<file path="src/rtl/connect_win_scanner_if.sv">
// connect_win_scanner_if: request/board/result bundle between game control and the win scanner.
// Carries the board panel and every scan result; widths follow the board geometry.
interface connect_win_scanner_if #(
    parameter int unsigned COLS = 7,
    parameter int unsigned ROWS = 6
);
    localparam int unsigned CW = $clog2(COLS);
    localparam int unsigned RW = $clog2(ROWS);
    localparam int unsigned NW = $clog2(COLS * ROWS * 4 + 1);

    logic                           start;
    logic                           turn;
    logic [COLS-1:0][ROWS-1:0][1:0] panel;
    logic                           busy;
    logic                           done;
    logic                           exists;
    logic                           winner;
    logic                           draw;
    logic [CW-1:0]                  win_col;
    logic [RW-1:0]                  win_row;
    logic [1:0]                     win_dir;
    logic [NW-1:0]                  win_count;

    modport master (
        output start, turn, panel,
        input  busy, done, exists, winner, draw, win_col, win_row, win_dir, win_count
    );

    modport slave (
        input  start, turn, panel,
        output busy, done, exists, winner, draw, win_col, win_row, win_dir, win_count
    );
endinterface

</file>
<file path="src/rtl/connect_win_scanner.sv">
// connect_win_scanner: walks one anchor cell per clock over a latched board, looking for WIN_LEN runs.
// Optional macro CONNECT_WIN_SCANNER_COUNT_EN: always scan the whole board and count every run.
module connect_win_scanner #(
    parameter int unsigned COLS    = 7,
    parameter int unsigned ROWS    = 6,
    parameter int unsigned WIN_LEN = 4
) (
    input logic                  clk,
    input logic                  rst_n,
    connect_win_scanner_if.slave bus
);
    localparam int unsigned CW  = $clog2(COLS);
    localparam int unsigned RW  = $clog2(ROWS);
    localparam int unsigned NW  = $clog2(COLS * ROWS * 4 + 1);
    localparam int unsigned NW1 = NW + 1;

    typedef enum logic [1:0] {IDLE = 2'd0, SCAN = 2'd1, DONE = 2'd2} state_e;

    state_e                         state_q, state_d;
    logic [COLS-1:0][ROWS-1:0][1:0] snap_q, snap_d;
    logic [1:0]                     player_q, player_d;
    logic [CW-1:0]                  col_q, col_d;
    logic [RW-1:0]                  row_q, row_d;
    logic                           seen_empty_q, seen_empty_d;
    logic                           busy_q, busy_d;
    logic                           done_q, done_d;
    logic                           exists_q, exists_d;
    logic                           winner_q, winner_d;
    logic                           draw_q, draw_d;
    logic [CW-1:0]                  win_col_q, win_col_d;
    logic [RW-1:0]                  win_row_q, win_row_d;
    logic [1:0]                     win_dir_q, win_dir_d;
    logic [NW-1:0]                  win_count_q, win_count_d;

    logic [3:0] hit_c;
    logic [1:0] hit_dir_c;
    logic       any_hit_c;
    logic       last_c;
    logic       cell_empty_c;
    logic       scan_end_c;

    // All four directions from the current anchor; out-of-range cells kill the run.
    always_comb begin
        int cc;
        int rr;
        cc    = 0;
        rr    = 0;
        hit_c = '1;
        for (int d = 0; d < 4; d++) begin
            for (int k = 0; k < int'(WIN_LEN); k++) begin
                cc = int'(col_q) + ((d == 1) ? 0 : k);
                rr = int'(row_q) + ((d == 0) ? 0 : ((d == 3) ? -k : k));
                if (cc >= int'(COLS) || rr < 0 || rr >= int'(ROWS)) begin
                    hit_c[2'(d)] = 1'b0;
                end else if (snap_q[CW'(cc)][RW'(rr)] != player_q) begin
                    hit_c[2'(d)] = 1'b0;
                end
            end
        end
    end

    always_comb begin
        hit_dir_c = 2'd3;
        if (hit_c[0]) begin
            hit_dir_c = 2'd0;
        end else if (hit_c[1]) begin
            hit_dir_c = 2'd1;
        end else if (hit_c[2]) begin
            hit_dir_c = 2'd2;
        end
    end

    assign any_hit_c    = |hit_c;
    assign last_c       = (col_q == CW'(COLS - 1)) && (row_q == RW'(ROWS - 1));
    assign cell_empty_c = (snap_q[col_q][row_q] == 2'b00);

`ifdef CONNECT_WIN_SCANNER_COUNT_EN
    logic [NW:0] count_sum_c;
    assign count_sum_c = {1'b0, win_count_q} + NW1'(hit_c[0]) + NW1'(hit_c[1])
                       + NW1'(hit_c[2]) + NW1'(hit_c[3]);
    assign scan_end_c  = last_c;
`else
    assign scan_end_c  = last_c | any_hit_c;
`endif

    always_ff @(posedge clk) begin
        if (!rst_n) begin
            state_q <= IDLE;
        end else begin
            state_q <= state_d;
        end
    end

    always_comb begin
        state_d = state_q;
        unique case (state_q)
            IDLE:    if (bus.start) state_d = SCAN;
            SCAN:    if (scan_end_c) state_d = DONE;
            DONE:    state_d = IDLE;
            default: state_d = IDLE;
        endcase
    end

    always_comb begin
        snap_d       = snap_q;
        player_d     = player_q;
        col_d        = col_q;
        row_d        = row_q;
        seen_empty_d = seen_empty_q;
        busy_d       = busy_q;
        done_d       = 1'b0;
        exists_d     = exists_q;
        winner_d     = winner_q;
        draw_d       = draw_q;
        win_col_d    = win_col_q;
        win_row_d    = win_row_q;
        win_dir_d    = win_dir_q;
        win_count_d  = win_count_q;
        unique case (state_q)
            IDLE: begin
                if (bus.start) begin
                    snap_d       = bus.panel;
                    player_d     = bus.turn ? 2'b01 : 2'b10;
                    winner_d     = ~bus.turn;
                    col_d        = '0;
                    row_d        = '0;
                    seen_empty_d = 1'b0;
                    busy_d       = 1'b1;
                    exists_d     = 1'b0;
                    draw_d       = 1'b0;
                    win_col_d    = '0;
                    win_row_d    = '0;
                    win_dir_d    = '0;
                    win_count_d  = '0;
                end
            end
            SCAN: begin
                seen_empty_d = seen_empty_q | cell_empty_c;
                if (row_q == RW'(ROWS - 1)) begin
                    row_d = '0;
                    col_d = col_q + CW'(1);
                end else begin
                    row_d = row_q + RW'(1);
                end
`ifdef CONNECT_WIN_SCANNER_COUNT_EN
                if (any_hit_c) begin
                    if (!exists_q) begin
                        win_col_d = col_q;
                        win_row_d = row_q;
                        win_dir_d = hit_dir_c;
                    end
                    exists_d    = 1'b1;
                    win_count_d = count_sum_c[NW] ? '1 : count_sum_c[NW-1:0];
                end
                if (last_c) begin
                    busy_d = 1'b0;
                    done_d = 1'b1;
                    draw_d = ~(exists_q | any_hit_c) & ~(seen_empty_q | cell_empty_c);
                end
`else
                if (any_hit_c) begin
                    win_col_d   = col_q;
                    win_row_d   = row_q;
                    win_dir_d   = hit_dir_c;
                    exists_d    = 1'b1;
                    win_count_d = NW'(1);
                    busy_d      = 1'b0;
                    done_d      = 1'b1;
                end else if (last_c) begin
                    busy_d = 1'b0;
                    done_d = 1'b1;
                    draw_d = ~(seen_empty_q | cell_empty_c);
                end
`endif
            end
            DONE:    ;
            default: ;
        endcase
    end

    always_ff @(posedge clk) begin
        if (!rst_n) begin
            snap_q       <= '0;
            player_q     <= '0;
            col_q        <= '0;
            row_q        <= '0;
            seen_empty_q <= 1'b0;
            busy_q       <= 1'b0;
            done_q       <= 1'b0;
            exists_q     <= 1'b0;
            winner_q     <= 1'b0;
            draw_q       <= 1'b0;
            win_col_q    <= '0;
            win_row_q    <= '0;
            win_dir_q    <= '0;
            win_count_q  <= '0;
        end else begin
            snap_q       <= snap_d;
            player_q     <= player_d;
            col_q        <= col_d;
            row_q        <= row_d;
            seen_empty_q <= seen_empty_d;
            busy_q       <= busy_d;
            done_q       <= done_d;
            exists_q     <= exists_d;
            winner_q     <= winner_d;
            draw_q       <= draw_d;
            win_col_q    <= win_col_d;
            win_row_q    <= win_row_d;
            win_dir_q    <= win_dir_d;
            win_count_q  <= win_count_d;
        end
    end

    assign bus.busy      = busy_q;
    assign bus.done      = done_q;
    assign bus.exists    = exists_q;
    assign bus.winner    = winner_q;
    assign bus.draw      = draw_q;
    assign bus.win_col   = win_col_q;
    assign bus.win_row   = win_row_q;
    assign bus.win_dir   = win_dir_q;
    assign bus.win_count = win_count_q;
endmodule

</file>
<file path="src/flat_wrapper.sv">
// flat-port wrapper written by rule: the top's interface ports become plain ports
module connect_win_scanner_flat 
#(
    parameter int unsigned COLS    = 7,
    parameter int unsigned ROWS    = 6,
    parameter int unsigned WIN_LEN = 4
)
  (clk, rst_n, bus_start, bus_turn, bus_panel, bus_busy, bus_done, bus_exists, bus_winner, bus_draw, bus_win_col, bus_win_row, bus_win_dir, bus_win_count);
  connect_win_scanner_if #(.COLS(COLS), .ROWS(ROWS)) bus_i ();
  input logic clk;
  input logic rst_n;
  input wire logic [$bits(bus_i.start)-1:0] bus_start;
  input wire logic [$bits(bus_i.turn)-1:0] bus_turn;
  input wire logic [$bits(bus_i.panel)-1:0] bus_panel;
  output wire logic [$bits(bus_i.busy)-1:0] bus_busy;
  output wire logic [$bits(bus_i.done)-1:0] bus_done;
  output wire logic [$bits(bus_i.exists)-1:0] bus_exists;
  output wire logic [$bits(bus_i.winner)-1:0] bus_winner;
  output wire logic [$bits(bus_i.draw)-1:0] bus_draw;
  output wire logic [$bits(bus_i.win_col)-1:0] bus_win_col;
  output wire logic [$bits(bus_i.win_row)-1:0] bus_win_row;
  output wire logic [$bits(bus_i.win_dir)-1:0] bus_win_dir;
  output wire logic [$bits(bus_i.win_count)-1:0] bus_win_count;
  assign bus_i.start = bus_start;
  assign bus_i.turn = bus_turn;
  assign bus_i.panel = bus_panel;
  assign bus_busy = bus_i.busy;
  assign bus_done = bus_i.done;
  assign bus_exists = bus_i.exists;
  assign bus_winner = bus_i.winner;
  assign bus_draw = bus_i.draw;
  assign bus_win_col = bus_i.win_col;
  assign bus_win_row = bus_i.win_row;
  assign bus_win_dir = bus_i.win_dir;
  assign bus_win_count = bus_i.win_count;
  connect_win_scanner #(.COLS(COLS), .ROWS(ROWS), .WIN_LEN(WIN_LEN)) u_core (.clk(clk), .rst_n(rst_n), .bus(bus_i));
endmodule
</file>
<file path="config.mk">
export PLATFORM = sky130hd
export DESIGN_NAME = connect_win_scanner_flat
export DESIGN_NICKNAME = d
export VERILOG_FILES = /design/src/rtl/connect_win_scanner_if.sv /design/src/rtl/connect_win_scanner.sv /design/src/flat_wrapper.sv
export SDC_FILE = /design/constraint.sdc
export NUM_CORES = 1
export LEC_CHECK = 0
export CAP_MARGIN = 5
export CORE_ASPECT_RATIO = 0.5
export CORE_UTILIZATION = 60
export CTS_CLUSTER_SIZE = 14
export DETAILED_ROUTE_END_ITERATION = 10
export PLACE_DENSITY = 0.9
export SLEW_MARGIN = 25
export SYNTH_ARGS = -nofsm -noshare
export SYNTH_HDL_FRONTEND = slang
export SYNTH_SLANG_ARGS = --single-unit
</file>
<file path="constraint.sdc">
create_clock -name clk -period 9.9 [get_ports clk]
set_clock_uncertainty 0.05 [all_clocks]
set_input_delay 0.99 -clock clk [delete_from_list [all_inputs] [get_ports clk]]
set_output_delay 0.99 -clock clk [all_outputs]
set_load 0.01 [all_outputs]
</file>
Word level (Yosys, flattened, before mapping)
Index checks and enable logic that the tools add are counted.

Equality and inequality tests: 11. Add/sub/neg operators: 8. Bitwise gates (word level): 1. Magnitude comparators: 20. Reductions and logical operators: 19. Muxes and demuxes: 68.

Operators with widths (number): >= comparator 32 x 4 -> 1 bit (second input constant) (6); binary-select mux 12 bit (select 3 bit) (4); less-than comparator 32 x 1 -> 1 bit (second input constant) (3); 2-to-1 mux 12 bit (8); binary-select mux 2 bit (select 3 bit) (7); less-than comparator 3 x 5 -> 1 bit (second input constant) (8); 2-to-1 mux 2 bit (19); case mux 3 bit (2 select lines) (4); 2-to-1 mux 1 bit (17); adder 3 x 2 -> 4 bit (second input constant) (4); case mux 8 bit (2 select lines) (1); logical OR 1 bit (14); != test 2 bit (7); 2-to-1 mux 3 bit (3); adder 3 x 1 -> 4 bit (second input constant) (2); 2-to-1 mux 8 bit (1); case mux 2 bit (2 select lines) (2); adder 3 x 1 -> 3 bit (second input constant) (2); >= comparator 3 bit (second input constant) (2); case mux 1 bit (2 select lines) (2); AND reduction 2 bit (2); == test 3 bit (second input constant) (1); less-than comparator 3 x 1 -> 1 bit (second input constant) (1); AND reduction 3 bit (1); 6 further kinds (6).

Word-level logic and storage cells: 181. Bits in registers: 114. Output and inout bits: 21.

Logic depth before layout (Yosys ltp)
Word-level depth: 18. Depth in mapped cells: 17.

Least setup slack after synthesis
No wires, ideal clock.

Path type: register to register. Start: register u_core.col_q[0]. End: register u_core.win_dir_q[1], in the netlist u_core.bus.win_dir[1]. Stages on the path, launching flop included: 16. Required time: 9.728 ns. Arrival: 3.613 ns. Library setup time: 0.122 ns. Slack: 6.115 ns. Cells stage by stage: dfxtp_1 -> buf_6 -> buf_4 -> inv_1 -> buf_2 -> ha_1 -> buf_2 -> buf_1 -> mux4_2 -> mux4_2 -> nand2_1 -> nand3_1 -> nor4_1 -> o221ai_1 -> and2_1 -> a221o_1.

Cells in the longest elaborated chain, start to end: 18.

Ends and longest elaborated chain: start: declaration (RTL line connect_win_scanner.sv:22) `logic [CW-1:0] col_q, col_d;`; start signal: assignment (RTL line connect_win_scanner.sv:200) `col_q <= col_d;`; branches (longest 16 deep; another with adder 3 x 1 -> 4 bit); 2-to-1 mux 2 bit * (RTL line connect_win_scanner.sv:64) `if (hit_c[0]) begin`; case mux 2 bit (2 select lines) * (RTL line connect_win_scanner.sv:119) `unique case (state_q)`; end signal: assignment (RTL line connect_win_scanner.sv:210) `win_dir_q <= win_dir_d;`; end: declaration (RTL line connect_win_scanner.sv:32) `logic [1:0] win_dir_q, win_dir_d;`.

Every way passes the cells marked *. The select of a mux whose other input is x is not followed. A chain may end at the register's enable or synchronous reset.

Final worst setup path
Start: register u_core.col_q[1]. End: register u_core.win_dir_q[1], in the netlist u_core.bus.win_dir[1].

Same word-level chain as after synthesis.

==> results.sh <==
export IMPL_critPathMostFrequentCell="buf_4"
export IMPL_dieArea_sq_mm=0.01311
export IMPL_synth_cell_types=61
export IMPL_cp_slowest_stage_delay_ns=0.79
export IMPL_io_buffers=100
export IMPL_setup_violations=0
export IMPL_viasPerCell=6.529
export IMPL_yosysWarnings=0
export IMPL_grt_pass1_vias=6267
export IMPL_crit_slowest_cell="ha_2"
export IMPL_ys_ff_latch=105
export IMPL_gp_congestion=0.9504
export IMPL_seq_area_frac_synth_pct=27.73
export IMPL_boundaryPins=109
export IMPL_cts_clk_slew_worst_paths_ns=0.07
export IMPL_synth_top_flop_cell="dfxtp_1"
export IMPL_drive_above_1_share_pct=10.77
export IMPL_num_rows=28
export IMPL_status="finished, final reports clean"
export IMPL_fp_dieH_um=81.48
export IMPL_antenna_found_initial=0
export IMPL_worstPathArrival_ns=5.12
export IMPL_pre_cts_ws_ns=5.071
export IMPL_synth_edf_count=0
export IMPL_crit_required_ns=10.09
export IMPL_vdd_drop_max_v=0.0001177
export IMPL_drv_slew=0
export IMPL_nets=999
export IMPL_htree_num_levels=3
export IMPL_cts_resized=0
export IMPL_worstPathCellList="buf_4, inv_1, ha_2, buf_4, nor2_1, o2bb2ai_1, mux4_2, nand2_1, nand3_1, nor4_1, o221ai_1, and2_1, a221o_1"
export IMPL_vias=6960
export IMPL_grt_pass1_wl_mm=36.00
export IMPL_hold_buffers=0
export IMPL_dr_pass1_iters=5
export IMPL_fin_crit_sh_pct=49.82
export IMPL_n_antenna_cell=0
export IMPL_crit_type="reg -> reg"
export IMPL_synthesis_area_sq_mm=0.007580
export IMPL_timing_slew_headroom_pct=28.97
export IMPL_drt_initial_drc_count=818
export IMPL_fp_dieW_um=161.0
export IMPL_wire_per_inst_um=21.75
export IMPL_antenna_left=0
export IMPL_cap_violations=0
export IMPL_insertion_delay_ns=0.35
export IMPL_setup_tns_final_ns=0
export IMPL_syn_to_final_growth_pct=15.52
export IMPL_cts_buffer_depth=2
export IMPL_drc_errors=0
export IMPL_period_minus_slack_ns=4.932
export IMPL_powerDensity_mw_per_mm2=118.2
export IMPL_crit_fanout=57
export IMPL_cts_setup_buffers=0
export IMPL_whs_ns=0.4053
export IMPL_leakagePower_nw=3.039
export IMPL_root_buffer="clkbuf_16"
export IMPL_start_kind="register"
export IMPL_hold_viol=0
export IMPL_setup_slack_ns=4.968
export IMPL_hp_class="reg -> reg"
export IMPL_total_power_mw=1.035
export IMPL_dp_hpwl_mm=16.84
export IMPL_tritoncts="built"
export IMPL_grt_ovfl_total=0
export IMPL_drt_total_wl_mm=23.19
export IMPL_worstSetupEndpointType="register"
export IMPL_cts_inserted_buffers=9
export IMPL_rsz0062_at_grt="no"
export IMPL_grt_max_degree=98
export IMPL_synth_cells=851
export IMPL_grtUsageTotal_pct=36.49
export IMPL_placeableCoreArea_sq_mm=0.01205
export IMPL_timing_fmax_mhz=202.7
export IMPL_worstMarginPinSlew_ns=1.064
export IMPL_synthArstFlopShare_pct=0
export IMPL_start_util_pct=62.89
export IMPL_clock_sinks=105
export IMPL_syn_area_per_cell_sq_um=8.907
## critical path: cells and delay by family (launching register included)
kind / cells / cell delay, ns
adder cells (fa/ha/maj): 1 / 0.79
flip-flops: 1 / 0.31
buffers and inverters: 3 / 1.40
multiplexers: 1 / 0.49
AND/OR/NAND/NOR: 5 / 0.95
AO/OA/AOI/OAI: 3 / 0.81
## metrics by stage
stage	instances	util [%]	cell area, sq um
6_report	1066	72.65	8756
5_1_grt	1066	72.65	8756
4_1_cts	1066	72.65	8756
3_5_place_dp	1050	70.18	8458
3_3_place_gp	1050	70.18	8458
2_1_floorplan	858	-	7606
## placed cells by master (no fill, tap or decap), types with 14 or more instances in the layout
cell / instances
a21boi_0: 86
a22oi_1: 17
clkdlybuf4s50_1: 99
dfxtp_1: 103
ha_1: 14
mux2_2: 24
mux2i_1: 44
mux4_2: 43
nand2_1: 216
nand3_1: 18
nor2_1: 21
o21ai_0: 24
## sequential cells by signal (all words and copies together), names as in the netlist
signal	flops
u_core.bus.win_dir	2
u_core.snap_q	84
u_core.bus.done	1
u_core.row_q	3
u_core.player_q	1
u_core.state_q	2
u_core.col_q	3
u_core.bus.win_row	3
u_core.bus.busy	1
u_core.bus.winner	1
u_core.bus.win_count	1
u_core.bus.win_col	3
## area by class of cell
type                            count  area (sq um)
Clock buffer                       11         232.7
Clock inverter                      5         65.06
Fill cell                         907          3296
Inverter                           12         45.04
Multi-Input combinational cell    661          5051
Sequential cell                   105          2107
Tap cell                          165         206.4
Timing Repair Buffer              107          1049
## routing by layer
metal	track usage, %	vias to the layer above	routed length (um)
li1	-	3179	-
met1	55.68	3339	10670
met2	49.53	429	9167
met3	12.22	13	3233
met4	5.849	0	108
met5	0	-	0
## report_power, final
part | switching [mW] | internal [mW] | total, mW
registers | 0.0390 | 0.446 | 0.485
logic | 0.0865 | 0.0927 | 0.179
clock network | 0.172 | 0.199 | 0.371
total | 0.297 | 0.738 | 1.03
## Yosys cell counts (3+ instances only)
cell       instances  area share, %
nor3_1             7           0.46
buf_1              8           0.40
nand2b_1           8           0.66
a2111oi_0          3           0.35
a21boi_0          86            8.5
a21oi_1           11           0.73
nor2b_1            9           0.74
mux4_1             9            3.1
dfxtp_1          105             28
a22o_1             7           0.81
a22oi_1           17            1.7
o221ai_1           6           0.69
a211oi_1           4           0.40
mux2_2            24            3.6
nand2_1          216             11
inv_1             11           0.54
buf_2             13           0.86
a221oi_1           9            1.0
xor2_1             5           0.58
clkbuf_1          39            1.9
nor2_1            22            1.1
o211ai_1           7           0.69
nand3_1           18            1.2
a31oi_1            4           0.33
a221o_1            5           0.66
o21ai_0           24            1.6
ha_1              15            2.5
mux2i_1           44            5.8
mux4_2            43             13
buf_6              5           0.74
o2bb2ai_1         11            1.3
buf_4             14            1.4
and2_1             6           0.50
## logic make-up (layout without fill, tap and decap cells)
kind of cell	after synthesis	count (layout)	share of synthesized area [%]
AO/OA/AOI/OAI	210	210	20.50
XOR/XNOR	7	7	0.9079
adder cells (fa/ha/maj)	15	15	2.476
buffers and inverters	92	135	6.107
flip-flops	105	105	27.73
multiplexers	121	121	25.42
other	1	8	0.04947
AND/OR/NAND/NOR	300	300	16.80
## final timing paths
check                           depth (start not counted)                                  to                          from  slack, ns
worst max register to register                         13  u_core.bus.win_dir[1]$_SDFFE_PN0P_  u_core.col_q[1]$_SDFFE_PN0P_       4.97
worst min register to register                          2        u_core.bus.busy$_SDFFE_PN0P_  u_core.bus.busy$_SDFFE_PN0P_       0.41
worst max-delay path                                   13  u_core.bus.win_dir[1]$_SDFFE_PN0P_  u_core.col_q[1]$_SDFFE_PN0P_       4.97
worst min-delay path                                    2        u_core.bus.busy$_SDFFE_PN0P_  u_core.bus.busy$_SDFFE_PN0P_       0.41
(Power assumes the default switching activity.)
